$ cat config.mk
export PLATFORM = sky130hd
export DESIGN_NAME = ifu_pc_fetch
export DESIGN_NICKNAME = d
export VERILOG_FILES = /design/src/rtl/ifu_pc_fetch.sv
export SDC_FILE = /design/constraint.sdc
export NUM_CORES = 1
export LEC_CHECK = 0
export BUFFER_PORTS_ARGS = -buffer_cell sky130_fd_sc_hd__buf_2
export CORE_MARGIN = 2
export CORE_UTILIZATION = 52
export CTS_BUF_LIST = sky130_fd_sc_hd__clkbuf_8
export DETAILED_ROUTE_END_ITERATION = 10
export MAX_ROUTING_LAYER = met4
export PLACE_DENSITY = 0.83
export SLEW_MARGIN = 10
export SYNTH_ARGS = -nofsm -noshare
export SYNTH_HDL_FRONTEND = slang
export SYNTH_SLANG_ARGS = --single-unit
$ cat constraint.sdc
create_clock -name clk -period 3.47 [get_ports clk]
set_input_delay 0 -clock clk [delete_from_list [all_inputs] [get_ports clk]]
set_output_delay 0 -clock clk [all_outputs]
set_load 0.05 [all_outputs]
$ cat src/rtl/ifu_pc_fetch.sv
// PC generation and single-outstanding instruction fetch front end with a one-entry decode buffer.
// Optional build macro IFU_STATS_EN adds stat_fetched / stat_flushed counters.
module ifu_pc_fetch #(
   parameter logic [63:0] RESET_PC = 64'h0000_0000_8000_0000,
   parameter int unsigned INST_W   = 32
) (
   input  logic              clk,
   input  logic              rst,
   input  logic              redirect_valid,
   input  logic [63:0]       redirect_pc,
   output logic              req_valid,
   input  logic              req_ready,
   output logic [63:0]       req_addr,
   input  logic              resp_valid,
   input  logic [INST_W-1:0] resp_data,
   output logic              inst_valid,
   input  logic              inst_ready,
   output logic [INST_W-1:0] inst,
   output logic [63:0]       inst_pc,
   output logic [1:0]        dbg_state
`ifdef IFU_STATS_EN
   ,
   output logic [63:0]       stat_fetched,
   output logic [63:0]       stat_flushed
`endif
);

   // Handshakes: a transfer happens on a posedge where valid and ready are both high;
   // valid never depends on ready, and the consumer samples the payload only on a transfer.

   typedef enum logic [1:0] {
      ST_REQ  = 2'd0,
      ST_WAIT = 2'd1,
      ST_HOLD = 2'd2
   } state_e;

   state_e              state_q, state_d;
   logic [63:0]         pc_q, pc_d;
   logic                drop_q, drop_d;
   logic [INST_W-1:0]   inst_q, inst_d;
   logic [63:0]         inst_pc_q, inst_pc_d;
   logic [63:0]         redirect_aln;
   logic                req_fire;

   assign redirect_aln = {redirect_pc[63:2], 2'b00};
   assign req_fire     = (state_q == ST_REQ) && req_ready;

   always_ff @(posedge clk) begin
      if (rst) begin
         state_q <= ST_REQ;
      end else begin
         state_q <= state_d;
      end
   end

   always_comb begin
      state_d = state_q;
      case (state_q)
         ST_REQ: begin
            if (req_fire) begin
               state_d = ST_WAIT;
            end
         end
         ST_WAIT: begin
            // Any response ends the wait; only a clean one reaches decode.
            if (resp_valid) begin
               state_d = (drop_q || redirect_valid) ? ST_REQ : ST_HOLD;
            end
         end
         ST_HOLD: begin
            if (redirect_valid || inst_ready) begin
               state_d = ST_REQ;
            end
         end
         default: state_d = ST_REQ;
      endcase
   end

   always_comb begin
      pc_d      = pc_q;
      drop_d    = drop_q;
      inst_d    = inst_q;
      inst_pc_d = inst_pc_q;
      case (state_q)
         ST_REQ: begin
            if (redirect_valid) begin
               pc_d = redirect_aln;
               if (req_fire) begin
                  drop_d = 1'b1;
               end
            end
         end
         ST_WAIT: begin
            if (resp_valid) begin
               drop_d = 1'b0;
               if (redirect_valid) begin
                  pc_d = redirect_aln;
               end else if (!drop_q) begin
                  inst_d    = resp_data;
                  inst_pc_d = pc_q;
               end
            end else if (redirect_valid) begin
               pc_d   = redirect_aln;
               drop_d = 1'b1;
            end
         end
         ST_HOLD: begin
            // Redirect wins over the decode handshake, so the sequential pc is not taken.
            if (redirect_valid) begin
               pc_d = redirect_aln;
            end else if (inst_ready) begin
               pc_d = pc_q + 64'd4;
            end
         end
         default: begin
            drop_d = 1'b0;
         end
      endcase
   end

   always_ff @(posedge clk) begin
      if (rst) begin
         pc_q      <= RESET_PC;
         drop_q    <= 1'b0;
         inst_q    <= '0;
         inst_pc_q <= '0;
      end else begin
         pc_q      <= pc_d;
         drop_q    <= drop_d;
         inst_q    <= inst_d;
         inst_pc_q <= inst_pc_d;
      end
   end

   always_comb begin
      req_valid  = !rst && (state_q == ST_REQ);
      inst_valid = !rst && (state_q == ST_HOLD);
      req_addr   = pc_q;
      inst       = inst_q;
      inst_pc    = inst_pc_q;
      dbg_state  = state_q;
   end

`ifdef IFU_STATS_EN
   logic [63:0] fetched_q, fetched_d;
   logic [63:0] flushed_q, flushed_d;
   logic        fetch_ev;
   logic        flush_ev;

   assign fetch_ev = (state_q == ST_HOLD) && inst_ready && !redirect_valid;
   assign flush_ev = ((state_q == ST_WAIT) && resp_valid && (drop_q || redirect_valid)) ||
                     ((state_q == ST_HOLD) && redirect_valid);

   always_comb begin
      fetched_d = fetch_ev ? fetched_q + 64'd1 : fetched_q;
      flushed_d = flush_ev ? flushed_q + 64'd1 : flushed_q;
   end

   always_ff @(posedge clk) begin
      if (rst) begin
         fetched_q <= '0;
         flushed_q <= '0;
      end else begin
         fetched_q <= fetched_d;
         flushed_q <= flushed_d;
      end
   end

   assign stat_fetched = fetched_q;
   assign stat_flushed = flushed_q;
`endif

endmodule

==> reports/metrics.yaml, run 1 <==
layout:
  final_area_sq_um: 10400
  final_cell_mix: "nand2_1 (263), buf_2 (258), dfxtp_1 (159)"
  layout-drive-gt1-share: 0.239
  layout_commonest_cell: "nand2_1"
  area_growth_pct: 35.9
  nets: 1458
  antenna_cells: 0
  fin_cells: 1552
route:
  vias: 9401
  drtPass1Iterations: 5
  viasPerCell: 6.06
  drc_errors: 0
  drt_iter0_drc: 958
  wire_per_inst_um: 17.7
  drtAntennaViolNets: 0
  wirelength_um: 27500
timing:
  min_period_ps: 2890
  clock-skew-final_ps: 11.1
  fin_crit_sh: 0.833
  max_freq_mhz: 346
  setup_violations: 0
  final_hold_viol_count: 0
  fin_tns_setup_ps: 0
  slew_violations: 0
  relSlewSlack: 0.324
  tightest_slew_ps: 1010
  hold-worst-slack_ps: 28.2
  rsz0062_at_grt: "no"
critical_path:
  rr_endpoint: "req_addr[52]"
  cp_max_fo: 9
  crit_end: "req_addr[52]"
  path_class: "flip-flop to flip-flop"
  start_kind: "flip-flop"
  reg2regPathDepth: 6
  required_ps: 3850
  max_stage_delay_ps: 640
  timing.rr.start: "req_addr[2]"
  critPathArrivalTime_ps: 3270
  cp_cell_sequence: "ha_1 > nand3_2 > or4_4 > or4_1 > or3_1 > a211oi_1"
  cp_slowest_cell: "or4_1"
  crit_start: "req_addr[2]"
  crit_path_end_kind: "flip-flop"
  r2r_slack_ps: 580
floorplanning:
  die_h_um: 126
  fp.dieW_um: 126
  coreArea_sq_um: 14500
  pin_count: 266
  row_count: 44
  die-area_sq_um: 15800
  initial_utilization: 0.531
clocking:
  cts_max_level: 4
  clkTransAtPathRegs_ps: 90
  cts_root_buf: "clkbuf_8"
  insertion_delay_ps: 460
  cts_resized: 0
  cts_max_path_buffers: 2
  cts.sinks: 159
  cts_buffers: 17
  cts_tree: "done"
status:
  outcome: "finished clean"
synth:
  syn_area_sq_um: 7690
  ys_types: 62
  yosys_most_used_dff: "dfxtp_1"
  synthArstFlopShare: 0
  yosys_warnings: 0
  ys_ff_latch: 159
  synth_edf_count: 0
  syn_inst: 1040
  syn_avg_cell_area_sq_um: 7.39
  ys_seq_area_frac: 0.414
power_and_ir_drop:
  pwr_density_cell_nw_per_um2: 385
  ir_drop_v: 0.000290
  p_total_mw: 4.02
  cellLeakagePower_nw: 4.24
global_route:
  grt_pass1_wl_um: 43400
  antenna_found_initial: 0
  grt_max_degree: 95
  grt_pass1_vias: 8513
  grt-ovfl-total: 0
  globalRouteTotalUtil: 0.345
job:
  cap_violations: 0
place:
  dpl.cell_count: 1418
  place_area_sq_um: 9060
  gp_congestion: 0.934
  io_buffers: 259
  dpl.hpwl_um: 17100
hold_path:
  min_path_type: "input pin to flip-flop"
## timing repair
item,in CTS,in global routing
setup buffers,0,0
hold endpoints to repair,100,0
hold buffers,102,0
## cells in the mapped netlist (all sizes together), types with 14 or more instances
master	count	area (sq um)
clkbuf	71	267
nand2	263	987
dfxtp	159	3180
nand3	37	190
nor4	14	87.6
o211ai	18	135
nand4	25	186
nor3	28	140
o21ai	30	150
nor2	48	180
buf	15	75.1
a21oi	146	731
inv	17	63.8
## area by class of cell
| class | instances | area [sq um] |
|---|---|---|
| Multi-Input combinational cell | 781 | 4130 |
| Clock buffer | 17 | 234 |
| Clock inverter | 15 | 134 |
| Tap cell | 184 | 230 |
| Sequential cell | 159 | 3180 |
| Timing Repair Buffer | 379 | 2470 |
| Fill cell | 1115 | 4030 |
| Inverter | 17 | 63.8 |
## routing by layer
metal / wire length [um] / share of wire / up-vias / GRT usage
met2: 12800 / 0.47 / 618 / 0.541
met1: 11100 / 0.40 / 4330 / 0.439
met5: 0 / 0 / - / -
met3: 2580 / 0.094 / 100 / 0.0552
li1: - / - / 4353 / -
met4: 1030 / 0.037 / 0 / 0.154
## state kept, by name, indices dropped and copies added, names as in the netlist
register	count
req_addr	62
dbg_state	2
inst	32
drop_q	1
inst_pc	62
## where the power goes
part	total [mW]	internal, mW	switching, mW
sequential	1.99	1.88	0.105
combinational	0.701	0.243	0.457
clock	1.33	0.576	0.754
## worst max-delay path, delay by kind of cell, from the launching register on
family / cells / cell delay (ps)
AND/OR/NAND/NOR: 4 / 1880
flip-flops: 1 / 470
adder cells (fa/ha/maj): 1 / 270
AO/OA/AOI/OAI: 1 / 190
## cells by family (layout without fill, tap and decap cells)
kind of cell / after synthesis / after routing / share of synthesized area
simple gates: 481 / 481 / 0.291
compound gates: 291 / 291 / 0.234
flops: 159 / 159 / 0.414
buf+inv: 103 / 428 / 0.0527
mux: 4 / 4 / 0.00553
fa+ha+maj: 1 / 1 / 0.00163
other cells: 1 / 4 / 0.000488
## through the flow
step                       util  setup slack [ps]
after floorplan               -               512
after global placement    0.626               748
after detailed placement  0.626               699
after CTS                 0.721               670
after global routing      0.721               440
final                     0.721               579
## worst min-delay path by stage
stage | from | to | slack (ps) | cells past startpoint
2_1_floorplan | redirect_pc[59] | req_addr[59] | 130 | 2
3_3_place_gp | redirect_pc[59] | req_addr[59] | 230 | 3
3_5_place_dp | redirect_pc[59] | req_addr[59] | 230 | 3
4_1_cts | inst_ready | req_addr[48] | 2 | 3
5_1_grt | redirect_pc[45] | req_addr[45] | 30 | 4
6_report | redirect_pc[45] | req_addr[45] | 30 | 4
Note: power is estimated with default switching activity, not from simulation.
==> inputs of run 2 (changes only) <==
--- a/config.mk
+++ b/config.mk
@@ -5,9 +5,10 @@
 export SDC_FILE = /design/constraint.sdc
 export NUM_CORES = 1
 export LEC_CHECK = 0
+export ABC_AREA = 1
 export BUFFER_PORTS_ARGS = -buffer_cell sky130_fd_sc_hd__buf_2
 export CORE_MARGIN = 2
-export CORE_UTILIZATION = 52
+export CORE_UTILIZATION = 53
 export CTS_BUF_LIST = sky130_fd_sc_hd__clkbuf_8
 export DETAILED_ROUTE_END_ITERATION = 10
 export MAX_ROUTING_LAYER = met4
==> constraint.sdc (replaced) <==
create_clock -name clk -period 2.72 [get_ports clk]
set_input_delay 0 -clock clk [delete_from_list [all_inputs] [get_ports clk]]
set_output_delay 0 -clock clk [all_outputs]
set_load 0.05 [all_outputs]
==> run 2 against run 1 <==
  * Clock skew is 2.2 ps higher
  * Critical path depth is 4 higher
  * Sequential power up 30%
  * Largest cell class unchanged
  * Wire length up 14%
==> reports/metrics.yaml, run 2 <==
layout:
  final_util: 0.727  # +0.00570
  fillCellCount: 1231  # +10%
  final_cell_mix: "nand2_1 (315), buf_2 (259), nor2_1 (221)"
  multiInputGateArea_sq_um: 4480  # +8.4%
  regArea_sq_um: 3180  # unchanged
  fin_cells: 1839  # +18%
  nets: 1718  # +18%
  layout_commonest_cell: "nand2_1"
  layout-drive-gt1-share: 0.207  # -0.0325
  final_area_sq_um: 11100  # +6.2%
  area_growth_pct: 33.7
floorplanning:
  coreArea_sq_um: 15300  # +5.4%
  initial_utilization: 0.544  # +0.0131
  die_h_um: 129  # +2.8%
  die-area_sq_um: 16700  # +5.7%
  row_count: 45  # +2.3%
  fp.dieW_um: 129  # +2.8%
  pin_count: 266  # unchanged
place:
  io_buffers: 259  # unchanged
  place_area_sq_um: 9730  # +7.5%
  dpl.cell_count: 1708  # +20%
  gp_congestion: 1.04  # +11%
  place_ws_ps: 569  # -131 ps
  dpl.hpwl_um: 21300  # +25%
clocking:
  postCtsSetupBuffers: 0  # unchanged
  insertion_delay_ps: 470  # about the same
  cts.sinks: 159  # unchanged
  cts_root_buf: "clkbuf_8"
  cts_max_level: 4  # unchanged
  cts_max_path_buffers: 2  # unchanged
  cts_tree: "done"
  clkTransAtPathRegs_ps: 90  # about the same
  cts_buffers: 17  # unchanged
hold_path:
  hp-start: "redirect_valid"
  min_path_type: "input pin to flip-flop"
global_route:
  grt-ovfl-total: 0  # unchanged
  grt_pass1_wl_um: 48300  # +11%
  antenna_found_initial: 0  # unchanged
  grt_max_degree: 74  # -22%
  grt_pass1_vias: 9480  # +11%
  globalRouteTotalUtil: 0.382  # +0.0370
route:
  wl_met1_um: 12400  # +12%
  top_layer: "met4"
  wirelength_um: 31400  # +14%
  drt_iter0_drc: 847  # -12%
  viasPerCell: 5.47  # -9.6%
  wl_met2_um: 15000  # +17%
  drc_errors: 0  # unchanged
  drtPass1Iterations: 5  # unchanged
  route.met3.wl_um: 2510  # -2.7%
  drtAntennaViolNets: 0  # unchanged
  vias: 10100  # +7.1%
  wire_per_inst_um: 17.1  # -3.7%
timing:
  setup_ws_ps: 477  # -102 ps
  final_hold_viol_count: 0  # unchanged
  setup_violations: 0  # unchanged
  relSlewSlack: 0.500  # +0.175
  max_freq_mhz: 446  # +29%
  rsz0062_at_grt: "no"
  min_period_ps: 2240  # -648 ps
  slew_violations: 0  # unchanged
  hold-worst-slack_ps: 77.5  # +49.3 ps
  fin_tns_setup_ps: 0  # unchanged
  tightest_slew_ps: 751  # -263 ps
  fin_crit_sh: 0.825  # -0.00867
  clock-skew-final_ps: 13.3  # +2.23 ps
synth:
  ys_seq_area_frac: 0.383  # -0.0306
  ys_types: 37  # -40%
  ys_ff_latch: 159  # unchanged
  synthTopCellsByArea: "dfxtp_1 (38%), nand2_1 (14%), nor2_1 (10%), o21ai_0 (7.1%), a21oi_1 (6.5%)"
  synth_top_area_frac: 0.383  # -0.0306
  yosys_most_used_dff: "dfxtp_1"
  netlist_top_cells_count: "nand2_1 (315), nor2_1 (221), dfxtp_1 (159)"
  yosysMostFrequentCell: "nand2_1"
  syn_inst: 1290  # +24%
  yosys_warnings: 0  # unchanged
  synth_top_area_cell: "dfxtp_1"
  syn_area_sq_um: 8300  # +8.0%
  syn_avg_cell_area_sq_um: 6.44  # -13%
  synth_edf_count: 0  # unchanged
  synthArstFlopShare: 0  # unchanged
critical_path:
  critPathArrivalTime_ps: 2580  # -690 ps
  required_ps: 3050  # -800 ps
  crit_start: "req_addr[3]"
  path_class: "flip-flop to flip-flop"
  crit_path_end_kind: "flip-flop"
  timing.rr.start: "req_addr[3]"
  start_kind: "flip-flop"
  cp_max_fo: 6  # -3
power_and_ir_drop:
  ir_drop_v: 0.000394  # +36%
  pwr_density_cell_nw_per_um2: 497  # +29%
  cellLeakagePower_nw: 4.79  # +13%
  p_total_mw: 5.52  # +37%
status:
  outcome: "finished clean"
job:
  cap_violations: 0  # unchanged
==> run 2: cell count changes after synthesis, moves of 21 or more <==
| cell | delta |
|---|---|
| nand3_1 | +31 |
| o21ai_0 | +87 |
| nor3_1 | -21 |
| a21oi_1 | -38 |
| inv_1 | +72 |
| clkbuf_1 | -34 |
| o21ai_1 | +27 |
| o21a_1 | +37 |
| nor2_1 | +173 |
| nand2_1 | +52 |
==> run 2: final cells by class <==
| type | count | area share |
|---|---|---|
| Sequential cell | 159 | 0.287 |
| Timing Repair Buffer | 370 | 0.220 |
| Inverter | 93 | 0.0319 |
| Multi-Input combinational cell | 974 | 0.404 |
| Clock buffer | 17 | 0.0211 |
| Tap cell | 211 | 0.0238 |
| Clock inverter | 14 | 0.0122 |
| Antenna cell | 1 | 0.000226 |
==> run 2: logic make-up (layout without fill, tap and decap cells) <==
family / count (synthesis) / after routing / synth area share
compound gates: 305 / 305 / 0.200
simple gates: 652 / 652 / 0.323
buf+inv: 160 / 494 / 0.0785
other cells: 1 / 5 / 0.000452
xor+xnor: 12 / 12 / 0.0127
fa+ha+maj: 1 / 1 / 0.00151
flops: 159 / 159 / 0.383
==> run 2: critical path: stages, from the launching register on <==
cell	delay (ps)
dfxtp_1	450
ha_1	230
nand2_2	110
nor2_4	230
nand2_1	240
nor2_2	400
nand2_1	120
xor2_1	160
nand2_1	60
nand2_1	60
a21oi_1	50
==> run 2: report_power, final <==
part	leakage [nW]	internal (mW)	switching, mW	total (mW)
clock	0.186	0.736	0.967	1.70
combinational	3.31	0.386	0.839	1.23
sequential	1.30	2.45	0.140	2.59
==> run 2: path summary, 6_finish.rpt <==
kind | to | slack (ps) | cells after the start
max | req_addr[36] | 480 | 10
min | drop_q | 80 | 4
max reg2reg | req_addr[36] | 480 | 10
min reg2reg | drop_q | 460 | 2
==> run 2: per-layer routing <==
metal  GRT usage  vias up
met5           -        -
met4       0.191        0
met3      0.0727      116
met2       0.632      524
met1       0.443     4583
li1            -     4842
==> run 2: what timing repair did <==
action	4_1_cts	5_1_grt
hold buffers	99	0
gates resized for setup	0	0
hold endpoints to repair	97	0
==> inputs of run 3 (changes only) <==
--- a/config.mk
+++ b/config.mk
@@ -5,14 +5,14 @@
 export SDC_FILE = /design/constraint.sdc
 export NUM_CORES = 1
 export LEC_CHECK = 0
-export ABC_AREA = 1
+export ABC_AREA = 0
 export BUFFER_PORTS_ARGS = -buffer_cell sky130_fd_sc_hd__buf_2
 export CORE_MARGIN = 2
-export CORE_UTILIZATION = 53
+export CORE_UTILIZATION = 47
 export CTS_BUF_LIST = sky130_fd_sc_hd__clkbuf_8
 export DETAILED_ROUTE_END_ITERATION = 10
 export MAX_ROUTING_LAYER = met4
-export PLACE_DENSITY = 0.83
+export PLACE_DENSITY = 0.79
 export SLEW_MARGIN = 10
 export SYNTH_ARGS = -nofsm -noshare
 export SYNTH_HDL_FRONTEND = slang
==> constraint.sdc (replaced) <==
create_clock -name clk -period 1.9 [get_ports clk]
set_input_delay 0 -clock clk [delete_from_list [all_inputs] [get_ports clk]]
set_output_delay 0 -clock clk [all_outputs]
set_load 0.05 [all_outputs]
==> run 3 against run 2 <==
  * Wire length grew 8.3%
  * Via count grew 5.4%
  * Die area grew 4.3%
  * Critical path type unchanged
  * Hold slack lost 38 ps
  * Largest cell class unchanged
  * The flow now finishes with violations (negative setup slack)
  * Non-clock buffer count grew 141
  * Critical path depth shrank 5
  * Combinational power grew 35%
  * Sequential share of layout area shrank 1.8 points
  * Global-route usage shrank 3.3 points
  * Utilization grew 3.9 points
  * Clock-buffer cell count is the same
==> reports/metrics.yaml, run 3 (synthesis gave the netlist of run 1 again) <==
floorplanning:
  initial_utilization: 0.482  # -0.0618
  coreArea_sq_um: 15900  # +4.5%
  pin_count: 266  # unchanged
  die-area_sq_um: 17400  # +4.3%
  fp.dieW_um: 132  # +2.1%
  row_count: 46  # +2.2%
  die_h_um: 132  # +2.1%
global_route:
  globalRouteTotalUtil: 0.349  # -0.0331
  grt_max_degree: 96  # +30%
  grt-ovfl-total: 0  # unchanged
  grt_pass1_wl_um: 48200  # -0.29%
  grt_pass1_vias: 9552  # +0.76%
  antenna_found_initial: 0  # unchanged
timing:
  rsz0062_at_grt: "yes"
  fin_crit_sh: 1.18  # +0.355
  setup_ws_ps: -341  # -818 ps
  slew_violations: 0  # unchanged
  setup_violations: 40  # +40
  max_freq_mhz: 446  # about the same
  final_hold_viol_count: 0  # unchanged
  clock-skew-final_ps: 18.1  # +4.75 ps
  relSlewSlack: 0.618  # +0.118
  min_period_ps: 2240  # -1.86 ps
  tightest_slew_ps: 573  # -177 ps
  hold-worst-slack_ps: 39.9  # -37.6 ps
route:
  drt_iter0_drc: 1552  # +83%
  wire_per_inst_um: 19.8  # +16%
  drtAntennaViolNets: 0  # unchanged
  top_layer: "met4"
  wl_met2_um: 15500  # +3.7%
  viasPerCell: 6.18  # +13%
  route.met3.wl_um: 3750  # +49%
  wl_met1_um: 12600  # +1.5%
  vias: 10600  # +5.4%
  drc_errors: 0  # unchanged
  wirelength_um: 34000  # +8.3%
  drtPass1Iterations: 6  # +1
power_and_ir_drop:
  pwr_density_cell_nw_per_um2: 637  # +28%
  ir_drop_v: 0.000459  # +17%
  cellLeakagePower_nw: 5.18  # +8.0%
critical_path:
  max_stage_delay_ps: 600  # +150 ps
  critPathArrivalTime_ps: 2650  # +70 ps
  reg2regPathDepth: 5  # -5
  path_class: "flip-flop to flip-flop"
  required_ps: 2310  # -740 ps
  timing.rr.start: "req_addr[15]"
  start_kind: "flip-flop"
  cp_cell_sequence: "nand4_1 > or4_4 > or4_4 > or4_1 > nand3b_1"
  crit_path_end_kind: "flip-flop"
  r2r_slack_ps: -340  # -820 ps
  cp_slowest_cell: "or4_4"
  crit_start: "req_addr[15]"
  critical_path.most_common_cell: "or4_4"
  cp_max_fo: 6  # unchanged
  rr_endpoint: "req_addr[44]"
place:
  io_buffers: 259  # unchanged
  gp_congestion: 0.924  # -11%
  dpl.hpwl_um: 19400  # -8.6%
  place_ws_ps: -211  # -780 ps
job:
  cap_violations: 0  # unchanged
layout:
  antenna_cells: 0  # -1
  final_cell_mix: "nand2_1 (262), buf_2 (258), a21oi_1 (142)"
  layout-drive-gt1-share: 0.382  # +0.175
  layout_commonest_cell: "nand2_1"
  area_growth_pct: 59.0
  nets: 1590  # -7.5%
clocking:
  cts_root_buf: "clkbuf_8"
  cts_buffers: 17  # unchanged
  insertion_delay_ps: 480  # about the same
  cts_tree: "done"
  cts_max_level: 4  # unchanged
  cts.sinks: 159  # unchanged
  cts_max_path_buffers: 2  # unchanged
  clkTransAtPathRegs_ps: 100  # about the same
status:
  violations: "negative setup slack"
  outcome: "finished with violations"
hold_path:
  hp-start: "redirect_pc[45]"
  min_to: "req_addr[45]"
  min_path_cells: 4  # unchanged
  min_path_type: "input pin to flip-flop"
run 3: final cells by class:
type | count | area [sq um]
Tap cell | 216 | 270
Timing Repair Buffer | 511 | 3640
Clock buffer | 17 | 234
Sequential cell | 159 | 3280
Inverter | 17 | 67.6
Multi-Input combinational cell | 781 | 4570
Clock inverter | 15 | 159
Fill cell | 1031 | 3720
run 3: timing repair:
item                       4_1_cts  5_1_grt
gates resized for setup         23       80
hold endpoints to repair        99        0
hold buffers                    94        0
gates cloned                     1        0
buffers inserted                12       17
setup endpoints to repair       25       46
pin swaps                       19       47
run 3: how the worst max path moves through the flow:
stage | endpoint | slack (ps) | cells past startpoint
finish | req_addr[44] | -340 | 5
global route | req_addr[44] | -350 | 5
CTS | req_addr[52] | -250 | 6
detailed placement | req_addr[52] | -210 | 5
global placement | req_addr[52] | -200 | 6
floorplan | req_addr[52] | -480 | 7
run 3: report_power, final:
part | switching [mW] | leakage [nW] | internal, mW
clock | 1.41 | 0.207 | 1.19
combinational | 1.06 | 3.65 | 0.601
sequential | 0.0884 | 1.32 | 3.44
run 3: worst max-delay path: cells and delay by family, from the launching register on:
| kind | cells | cell delay, ps |
|---|---|---|
| flops | 1 | 360 |
| simple gates | 5 | 1820 |
run 3: per-layer routing:
metal,GRT usage,up-vias
met2,0.558,945
met4,0.165,0
met5,-,-
met1,0.430,4814
met3,0.0557,234
li1,-,4611
run 3: stage by stage:
stage	area [sq um]	util	total power, mW	setup TNS, ps	instances
floorplan	7880	-	4.44	-7100	1043
global placement	10200	0.639	4.94	-1250	1564
detailed placement	10200	0.639	4.96	-1890	1564
CTS	11800	0.738	7.65	-1090	1703
global route	12200	0.767	8.01	-6250	1716
finish	12200	0.767	7.78	-4530	1716
